===== src/rtl/costas_pkg.sv =====
// Shared definitions for the Costas loop phase detector / PI loop filter:
// detector mode encodings and a signed saturate-to-N-bits helper.
package costas_pkg;

    typedef enum logic {
        MODE_BPSK = 1'b0,
        MODE_QPSK = 1'b1
    } costas_mode_e;

    // Clamp a signed value to the range of an n-bit two's complement number.
    function automatic logic signed [63:0] sat_n(input logic signed [63:0] x, input int n);
        logic signed [63:0] hi;
        logic signed [63:0] lo;
        hi = (64'sd1 <<< (n - 1)) - 64'sd1;
        lo = -(64'sd1 <<< (n - 1));
        if (x > hi) begin
            return hi;
        end else if (x < lo) begin
            return lo;
        end
        return x;
    endfunction

endpackage


===== src/rtl/costas_loop_filter_if.sv =====
// Sample input and feedback output bundle of the Costas loop filter.
// The master drives I/Q beats; the slave (the filter) returns NCO corrections.
interface costas_loop_filter_if #(
    parameter int DATA_WIDTH = 12,
    parameter int WIDTH      = 16
);
    logic                          mode;
    logic [2*DATA_WIDTH-1:0]       iq_tdata;
    logic                          iq_tvalid;
    logic signed [WIDTH-1:0]       feedback_tdata;
    logic                          feedback_tvalid;
    logic                          integ_sat;
    logic                          lock;

    modport master (
        output mode, iq_tdata, iq_tvalid,
        input  feedback_tdata, feedback_tvalid, integ_sat, lock
    );

    modport slave (
        input  mode, iq_tdata, iq_tvalid,
        output feedback_tdata, feedback_tvalid, integ_sat, lock
    );
endinterface


===== src/rtl/costas_loop_filter_sat_add.sv =====
// Signed adder with clamp to OUT_W bits and a clip flag; purely combinational.
module sat_add
    import costas_pkg::*;
#(
    parameter int A_W   = 18,
    parameter int B_W   = 17,
    parameter int OUT_W = 18
) (
    input  logic signed [A_W-1:0]   a,
    input  logic signed [B_W-1:0]   b,
    output logic signed [OUT_W-1:0] y,
    output logic                    clip
);
    localparam int SUM_W = ((A_W > B_W) ? A_W : B_W) + 1;

    logic signed [SUM_W-1:0] sum;
    logic signed [63:0]      wide;
    logic signed [63:0]      clamped;

    assign sum     = SUM_W'(a) + SUM_W'(b);
    assign wide    = 64'(sum);
    assign clamped = sat_n(wide, OUT_W);
    assign y       = clamped[OUT_W-1:0];
    assign clip    = (clamped != wide);
endmodule


===== src/rtl/costas_loop_filter.sv =====
// Costas loop BPSK/QPSK phase detector, accumulate-and-dump and shift-based PI filter.
// Define COSTAS_LOCK_DETECT_EN to add the window-based lock indicator.
module costas_loop_filter
    import costas_pkg::*;
#(
    parameter int DATA_WIDTH = 12,
    parameter int WIDTH      = 16,
    parameter int ACC_WIDTH  = 18,
    parameter int DUMP_LEN   = 8,
    parameter int KP_SHIFT   = 2,
    parameter int KI_SHIFT   = 6
`ifdef COSTAS_LOCK_DETECT_EN
    ,
    parameter int LOCK_THRESH = 64,
    parameter int LOCK_COUNT  = 16
`endif
) (
    input  logic                 clk,
    input  logic                 rst,
    costas_loop_filter_if.slave  bus
);
    localparam int E_W   = DATA_WIDTH + 2;
    localparam int CNT_W = $clog2(DUMP_LEN);
    localparam int D_W   = E_W + CNT_W;

    // Stage 1: phase detector, sign-extended before negation
    logic signed [DATA_WIDTH-1:0] s_i;
    logic signed [DATA_WIDTH-1:0] s_q;
    logic signed [E_W-1:0]        i_x;
    logic signed [E_W-1:0]        q_x;
    logic signed [E_W-1:0]        err_i;
    logic signed [E_W-1:0]        err_q;
    logic signed [E_W-1:0]        err_next;

    assign s_i      = bus.iq_tdata[DATA_WIDTH-1:0];
    assign s_q      = bus.iq_tdata[2*DATA_WIDTH-1:DATA_WIDTH];
    assign i_x      = E_W'(s_i);
    assign q_x      = E_W'(s_q);
    assign err_i    = s_i[DATA_WIDTH-1] ? -q_x : q_x;
    assign err_q    = s_q[DATA_WIDTH-1] ? -i_x : i_x;
    assign err_next = (bus.mode == MODE_QPSK) ? (err_i - err_q) : err_i;

    logic signed [E_W-1:0]       err_r;
    logic                        err_vld;
    logic signed [D_W-1:0]       acc;
    logic [CNT_W-1:0]            cnt;
    logic signed [D_W-1:0]       d;
    logic                        d_vld;
    logic signed [D_W-1:0]       p;
    logic signed [ACC_WIDTH-1:0] integ;
    logic                        integ_sat_r;
    logic                        s3_vld;
    logic signed [WIDTH-1:0]     fb;
    logic                        fb_vld;
    logic                        lock_r;

    logic signed [D_W-1:0]       err_ext;
    logic signed [D_W-1:0]       d_ki;
    logic signed [ACC_WIDTH-1:0] integ_next;
    logic                        integ_clip;
    logic signed [WIDTH-1:0]     fb_next;
    logic                        fb_clip;

    assign err_ext = D_W'(err_r);
    assign d_ki    = d >>> KI_SHIFT;

    sat_add #(.A_W(ACC_WIDTH), .B_W(D_W), .OUT_W(ACC_WIDTH)) u_integ_add (
        .a    (integ),
        .b    (d_ki),
        .y    (integ_next),
        .clip (integ_clip)
    );

    // Stage 4 sums the proportional term with the already-updated integrator
    sat_add #(.A_W(D_W), .B_W(ACC_WIDTH), .OUT_W(WIDTH)) u_fb_add (
        .a    (p),
        .b    (integ),
        .y    (fb_next),
        .clip (fb_clip)
    );

    always_ff @(posedge clk) begin
        if (rst) begin
            err_r       <= '0;
            err_vld     <= 1'b0;
            acc         <= '0;
            cnt         <= '0;
            d           <= '0;
            d_vld       <= 1'b0;
            p           <= '0;
            integ       <= '0;
            integ_sat_r <= 1'b0;
            s3_vld      <= 1'b0;
            fb          <= '0;
            fb_vld      <= 1'b0;
        end else begin
            err_vld <= bus.iq_tvalid;
            if (bus.iq_tvalid) begin
                err_r <= err_next;
            end

            d_vld <= 1'b0;
            if (err_vld) begin
                if (cnt == CNT_W'(DUMP_LEN - 1)) begin
                    d     <= acc + err_ext;
                    acc   <= '0;
                    cnt   <= '0;
                    d_vld <= 1'b1;
                end else begin
                    acc <= acc + err_ext;
                    cnt <= cnt + CNT_W'(1);
                end
            end

            s3_vld <= d_vld;
            if (d_vld) begin
                p           <= d >>> KP_SHIFT;
                integ       <= integ_next;
                integ_sat_r <= integ_clip;
            end

            fb_vld <= s3_vld;
            if (s3_vld) begin
                fb <= fb_next;
            end
        end
    end

`ifdef COSTAS_LOCK_DETECT_EN
    localparam int LC_W = $clog2(LOCK_COUNT + 1);

    logic [LC_W-1:0] lock_cnt;
    logic [D_W:0]    d_abs;
    logic            qual;

    assign d_abs = d[D_W-1] ? -((D_W+1)'(d)) : (D_W+1)'(d);
    assign qual  = (d_abs < (D_W+1)'(LOCK_THRESH));

    // Count updates alongside the integrator; lock follows with the output pulse
    always_ff @(posedge clk) begin
        if (rst) begin
            lock_cnt <= '0;
            lock_r   <= 1'b0;
        end else begin
            if (d_vld) begin
                if (!qual) begin
                    lock_cnt <= '0;
                end else if (lock_cnt != LC_W'(LOCK_COUNT)) begin
                    lock_cnt <= lock_cnt + LC_W'(1);
                end
            end
            if (s3_vld) begin
                lock_r <= (lock_cnt >= LC_W'(LOCK_COUNT));
            end
        end
    end
`else
    assign lock_r = 1'b0;
`endif

    assign bus.feedback_tdata  = fb;
    assign bus.feedback_tvalid = fb_vld;
    assign bus.integ_sat       = integ_sat_r;
    assign bus.lock            = lock_r;

    logic unused_ok;
    assign unused_ok = fb_clip;
endmodule

===== src/flat_wrapper.sv =====
// flat-port wrapper written by rule: the top's interface ports become plain ports
module costas_loop_filter_flat import costas_pkg::*;
#(
    parameter int DATA_WIDTH = 12,
    parameter int WIDTH      = 16,
    parameter int ACC_WIDTH  = 18,
    parameter int DUMP_LEN   = 8,
    parameter int KP_SHIFT   = 2,
    parameter int KI_SHIFT   = 6

)
  (clk, rst, bus_mode, bus_iq_tdata, bus_iq_tvalid, bus_feedback_tdata, bus_feedback_tvalid, bus_integ_sat, bus_lock);
  costas_loop_filter_if #(.DATA_WIDTH(DATA_WIDTH), .WIDTH(WIDTH)) bus_i ();
  input  logic clk;
  input  logic rst;
  input wire logic [$bits(bus_i.mode)-1:0] bus_mode;
  input wire logic [$bits(bus_i.iq_tdata)-1:0] bus_iq_tdata;
  input wire logic [$bits(bus_i.iq_tvalid)-1:0] bus_iq_tvalid;
  output wire logic [$bits(bus_i.feedback_tdata)-1:0] bus_feedback_tdata;
  output wire logic [$bits(bus_i.feedback_tvalid)-1:0] bus_feedback_tvalid;
  output wire logic [$bits(bus_i.integ_sat)-1:0] bus_integ_sat;
  output wire logic [$bits(bus_i.lock)-1:0] bus_lock;
  assign bus_i.mode = bus_mode;
  assign bus_i.iq_tdata = bus_iq_tdata;
  assign bus_i.iq_tvalid = bus_iq_tvalid;
  assign bus_feedback_tdata = bus_i.feedback_tdata;
  assign bus_feedback_tvalid = bus_i.feedback_tvalid;
  assign bus_integ_sat = bus_i.integ_sat;
  assign bus_lock = bus_i.lock;
  costas_loop_filter #(.DATA_WIDTH(DATA_WIDTH), .WIDTH(WIDTH), .ACC_WIDTH(ACC_WIDTH), .DUMP_LEN(DUMP_LEN), .KP_SHIFT(KP_SHIFT), .KI_SHIFT(KI_SHIFT)) u_core (.clk(clk), .rst(rst), .bus(bus_i));
endmodule

===== config.mk =====
export PLATFORM = sky130hd
export DESIGN_NAME = costas_loop_filter_flat
export DESIGN_NICKNAME = d
export VERILOG_FILES = /design/src/rtl/costas_pkg.sv /design/src/rtl/costas_loop_filter_if.sv /design/src/rtl/costas_loop_filter_sat_add.sv /design/src/rtl/costas_loop_filter.sv /design/src/flat_wrapper.sv
export SDC_FILE = /design/constraint.sdc
export NUM_CORES = 1
export LEC_CHECK = 0
export ABC_CLOCK_PERIOD_IN_PS = 5550
export CORE_ASPECT_RATIO = 0.7
export CORE_MARGIN = 2
export CORE_UTILIZATION = 45
export CTS_BUF_LIST = sky130_fd_sc_hd__clkbuf_8
export DETAILED_ROUTE_END_ITERATION = 8
export GPL_TIMING_DRIVEN = 0
export HOLD_SLACK_MARGIN = 0.1
export PLACE_DENSITY = 0.73
export SYNTH_ARGS = -nofsm -noshare
export SYNTH_HDL_FRONTEND = slang
export SYNTH_SLANG_ARGS = --single-unit

===== constraint.sdc =====
create_clock -name clk -period 5.55 [get_ports clk]
set_input_delay 1.11 -clock clk [delete_from_list [all_inputs] [get_ports clk]]
set_output_delay 1.11 -clock clk [all_outputs]
set_load 0.005 [all_outputs]

# --- After elaboration in Yosys (flattened, before gate mapping) ---
# Cells that the tools add are included.
word_totals:
  elab_cells: 44
  ff_bits: 105
  out_inout_bits: 19
  mem_bits_rw: 0
  latchBits: 0
  romBits: 0
  mem_count: 0
op_classes:
  add_sub_neg: 7
  bitwise_logic: 1
  multipliers: 0
  n_lt_le_gt_ge: 4
  mux: 16
  reduce_logical: 2
  n_eq_ne: 2
  div_mod_pow: 0
  shifts: 0
op_table:
  columns: ["op", "count"]
  rows:
  - ["$mux W64", 3]
  - ["$ne A64 B19 Y1", 1]
  - ["$mux W16", 3]
  - ["$mux W14", 3]
  - ["$neg A12 Y14", 2]
  - ["$add A15 B18 Y19", 1]
  - ["$add A18 B11 Y19", 1]
  - ["$gt A19 B16 Y1 const B", 1]
  - ["$gt A19 B18 Y1 const B", 1]
  - ["$lt A19 B16 Y1 const B", 1]
  - ["$lt A19 B18 Y1 const B", 1]
  - ["$add A17 B14 Y17", 1]
  - ["$mux W17", 1]
  - ["$sub A14 B14 Y14", 1]
  - ["$mux W1", 5]
  - ["$add A3 B1 Y3 const B", 1]
  - ["$eq A3 B3 Y1 const B", 1]
  - ["$mux W3", 1]
  - ["$reduce_and A2 Y1", 1]
  - ["$reduce_or A2 Y1", 1]
  - ["$not A1 Y1", 1]

# --- Longest topological paths before layout ---
logic_depth:
  word_depth: 6
  ltp_mapped: 16

# --- By module ---
# From an unflattened synthesis, not the netlist that was laid out.
hier_totals:
  hier_cells: 976
  hier_area_um2: 8085.3
by_module_without_submodules:
  columns: ["mod", "area_per_inst_um2", "seq_area_each_um2", "cells_each", "instances"]
  rows:
  - ["costas_loop_filter", 5685.5, 2062.0, 657, 1]
  - ["sat_add at u_core.u_fb_add", 1224.9, 0.0, 168, 1]
  - ["sat_add at u_core.u_integ_add", 1174.9, 0.0, 151, 1]

# --- Worst setup path after synthesis ---
# Ideal clock, no wire load.
synth_path:
  path_kind: "input-to-reg"
  start: "in bus_iq_tdata[11]"
  end: "reg u_core.err_r[12]"
  required_time_ns: 5.476
  arrival_ns: 3.936
  path_buffers: 2
  cell_stages: 16
  slack_ns: 1.540
  setup_ns: 0.074
  cell_sequence: "clkbuf_1 clkbuf_1 nand2_1 o21ai_0 inv_1 fa_1 nor2b_1 o21ai_0 a21boi_0 o21ai_0 a21boi_0 o21ai_0 a21boi_0 o21ai_0 mux2_2 a31oi_1"
synth_between:
  elab_chain_cells: 4
  word_cells_on_any_way: 5
  cone_classes: "add/sub (2); mux (3)"
synth_rtl:
  columns: ["element", "line", "text"]
  rows:
  - ["from (decl)", "flat_wrapper.sv:17", "input wire logic [$bits(bus_i.iq_tdata)-1:0] bus_iq_tdata;"]
  - ["$neg A12 Y14", "costas_loop_filter.sv:40", "assign err_q = s_q[DATA_WIDTH-1] ? -i_x : i_x;"]
  - ["$mux W14", "costas_loop_filter.sv:40", null]
  - ["$sub A14 B14 Y14", "costas_loop_filter.sv:41", "assign err_next = (bus.mode == MODE_QPSK) ? (err_i - err_q) : err_i;"]
  - ["$mux W14 (*)", "costas_loop_filter.sv:41", null]
  - ["to (signal assigned)", "costas_loop_filter.sv:99", "err_r <= err_next;"]
  - ["to (decl)", "costas_loop_filter.sv:43", "logic signed [E_W-1:0] err_r;"]
# Mark *: on every way between the ends. The rest lies on a longest branch, timed or not.
# A chain may end at the register's enable or synchronous reset.

# --- Final worst setup path ---
# Ends and elaborated chain as after synthesis.

==> results.md <==
* Post-CTS setup buffer count at 0
* DIE WIDTH at 156 um
* Clock-pin slew on the worst setup and hold paths at roughly 120 ps
* # DRC at 0
* Die height at 110 um
* Setup WS pre-CTS at approximately 250 ps
* Layout Utilization at 0.521
* Vias in the first global route at between 5000 and 6000
* CTS sink cnt at slightly above 100
* Reg2reg setup slack at 1810 ps
* Switching part of the total at 0.312
* Net load switching power at ~490 uW
* Core area at approximately 16000 um^2
* Status: complete, no violations
* VDD IR max at ~0.12 mV
* Mapped Cells at 900
* Gpl congestion at between 0.8 and 0.9
* Final HPWL DP at approximately 14000 um
* Vias post-DR at roughly 6500
* Wire length per cell at 15.0 um
* Fin Clk Skew at 12.6 ps
* Setup violators final at 0
* Port bufs at between 40 and 50
* Gr ovfl total at 0
* Yosys warns at 0
* Vias/cell at 5.57
* First-pass DRT Iterations at 5
* Pin count of the biggest net entering global routing at 21
* Clk network pwr share at 0.307
* WP data required at 5870 ps
* Max Cap Viol at 0
* Commonest non-fill, non-tap cells in the layout: 118 x nor2_1, 103 x dfxtp_1, 78 x a21oi_1, 69 x ha_1, 66 x nand2_1
* Count of cell types in the netlist at 59
* Final hold violations at 0
* Clk buf depth at 2
* CP Max Fanout at 10
* #FFs+latches synth at 103
* Syn Nets at about 1000
* Relative slew slack at 0.520
* CTS tree: built
* Post-synth ARST share at 0
* Slew Limit Fails at 0
* Clock Latency Late Sink at around 400 ps
* Diode count at 0
* Sequential fraction of the synthesis area at 0.283
* Main flop type after synthesis: dfxtp_1
* Nets at 1055
* ANT nets after route at 0
* Total track usage at 0.205
* Initial antenna violation count at 0
* Hold buffer count at CTS at 0
* Final wirelength at about 17000 um
* Comb pwr share at 0.198
* CTS resizes at 0
* Post-Syn Area at ~7300 um^2
* CTS Buf Count at 9
* Internal power at roughly 1100 uW
* FMAX at 0.200 GHz
* I/O Pins at 47
* Final worst path period need at approximately 5000 ps
* Initial Utilization at 0.466
* # H-tree levels at 3
* Setup TNS Final at 0 ps
* Slew @ Worst Pin at 721 ps
* Wire length of the first global-routing pass at roughly 29000 um
* Synthesis-to-layout area growth at 12.0%
* Fillers at ~1400
* Full die area at 17200 um^2
* Type of origin of the critical path: input port
* Worst EP arrival at around 5300 ps
* Commonest non-fill, non-tap cell in the layout: nor2_1
* RSZ-0062 raised after global routing: no
* Period utilization at 0.900
* Leakage at around 0.0034 uW
* Drt first-iter violations at 474
* Worst Setup Slack, final at roughly 550 ps
* Root Buffer: clkbuf_8
* Crit Path Class: in -> reg
* Power Density at around 190 nW/um^2
* Flop pwr share at 0.495
* Crit path capture type: flop
* Layout cell share with drive strength beyond 1 at 0.0375
* Syn avg cell area at just over 8 um^2
* EDFF count, synth at 0
* Worst min path class: reg -> reg
* Core Rows at 38
==> critical path, stage by stage <==
cell and delay, ps:
clkdlybuf4s50_1 490, clkbuf_1 390, clkbuf_1 490, nand2_1 90, o21ai_0 190, inv_1 120, fa_1 470, nor2b_1 120
o21ai_0 100, a21boi_0 240, o21ai_0 150, a21boi_0 390, o21ai_0 190, a21boi_0 220, o21ai_0 120, mux2_2 280
a31oi_1 150
==> final cells by class <==
| cell class | instances | area (um^2) | share of cell area |
|---|---|---|---|
| Inverter | 31 | 116 | 0.0143 |
| Clock inverter | 7 | 68.8 | 0.00844 |
| Buffer | 39 | 160 | 0.0196 |
| Clock buffer | 9 | 124 | 0.0152 |
| Tap cell | 200 | 250 | 0.0307 |
| Timing Repair Buffer | 43 | 430 | 0.0528 |
| Multi-Input combinational cell | 727 | 4940 | 0.606 |
| Sequential cell | 103 | 2060 | 0.253 |
==> sequential cells by signal (all words and copies together) (netlist names) <==
register	count
u_core.integ	18
u_core.acc	17
u_core.bus.feedback_tdata	16
u_core.d	15
u_core.p	15
u_core.err_r	14
u_core.cnt	3
u_core.bus.feedback_tvalid	1
u_core.bus.integ_sat	1
u_core.d_vld	1
u_core.err_vld	1
u_core.s3_vld	1
==> cells by family (layout without fill, tap and decap cells) <==
logic type | after synthesis | count (layout) | share of synthesized area
AOI/OAI and AO/OA | 234 | 234 | 0.211
other | 1 | 1 | 0.000515
xor gates and xnor gates | 67 | 67 | 0.0816
muxes | 28 | 28 | 0.0388
DFF | 103 | 103 | 0.283
buffers and inverters | 70 | 129 | 0.0380
and+or+nand+nor | 307 | 307 | 0.194
adders and majority gates | 90 | 90 | 0.153
==> synth_stat cells (9+ instances only) <==
library cell,n,area [um^2]
dfxtp_1,103,2060
nor2b_1,20,125
inv_1,30,113
nor3_1,34,170
nand2_1,66,248
mux2i_1,26,260
o21a_1,9,67.6
a21boi_0,9,67.6
a211oi_1,32,240
nand2b_1,20,125
or3_1,10,62.6
xnor2_1,38,333
a21oi_1,78,390
ha_1,69,863
xor2_1,28,245
o21ai_0,37,185
clkbuf_1,29,109
a21o_1,23,173
nand3_1,12,60.1
maj3_1,17,170
nor2_1,118,443
==> metal layers <==
layer  vias up  share of wire  GRT usage  wire (um)
li1       3298              -          -          -
met1      2994           0.56      0.336       9660
met2       149           0.38      0.271       6560
met3        16          0.056     0.0377        968
met4         0         0.0092     0.0428        160
met5         -              0          0          0
==> path summary, 6_finish.rpt <==
kind         depth (start not counted)                                    endpoint                          from
min reg2reg                          2                    u_core.d[4]$_SDFFE_PP0P_      u_core.d[4]$_SDFFE_PP0P_
max reg2reg                         13  u_core.bus.feedback_tdata[12]$_SDFFE_PP0P_  u_core.integ[0]$_SDFFE_PP0P_
max                                 17               u_core.err_r[12]$_SDFFE_PP0P_              bus_iq_tdata[11]
min                                  2                    u_core.d[4]$_SDFFE_PP0P_      u_core.d[4]$_SDFFE_PP0P_
==> metrics by stage <==
stage | std cells | total power [uW] | hold WS [ps] | cell area (um^2)
2_1_floorplan | 900 | 1010 | 436 | 7280
3_3_place_gp | 1143 | 1080 | 447 | 7960
3_5_place_dp | 1143 | 1090 | 459 | 7960
4_1_cts | 1159 | 1560 | 476 | 8160
5_1_grt | 1159 | 1640 | 497 | 8160
6_report | 1159 | 1560 | 468 | 8160
==> power groups by stage <==
stage          combinational (uW)  sequential [uW]  clock [uW]
2_1_floorplan                 225              783           0
5_1_grt                       347              772         519
4_1_cts                       306              770         488
3_3_place_gp                  297              786           0
6_report                      309              770         477
3_5_place_dp                  303              787           0
Power figures use the tool's default switching activity.
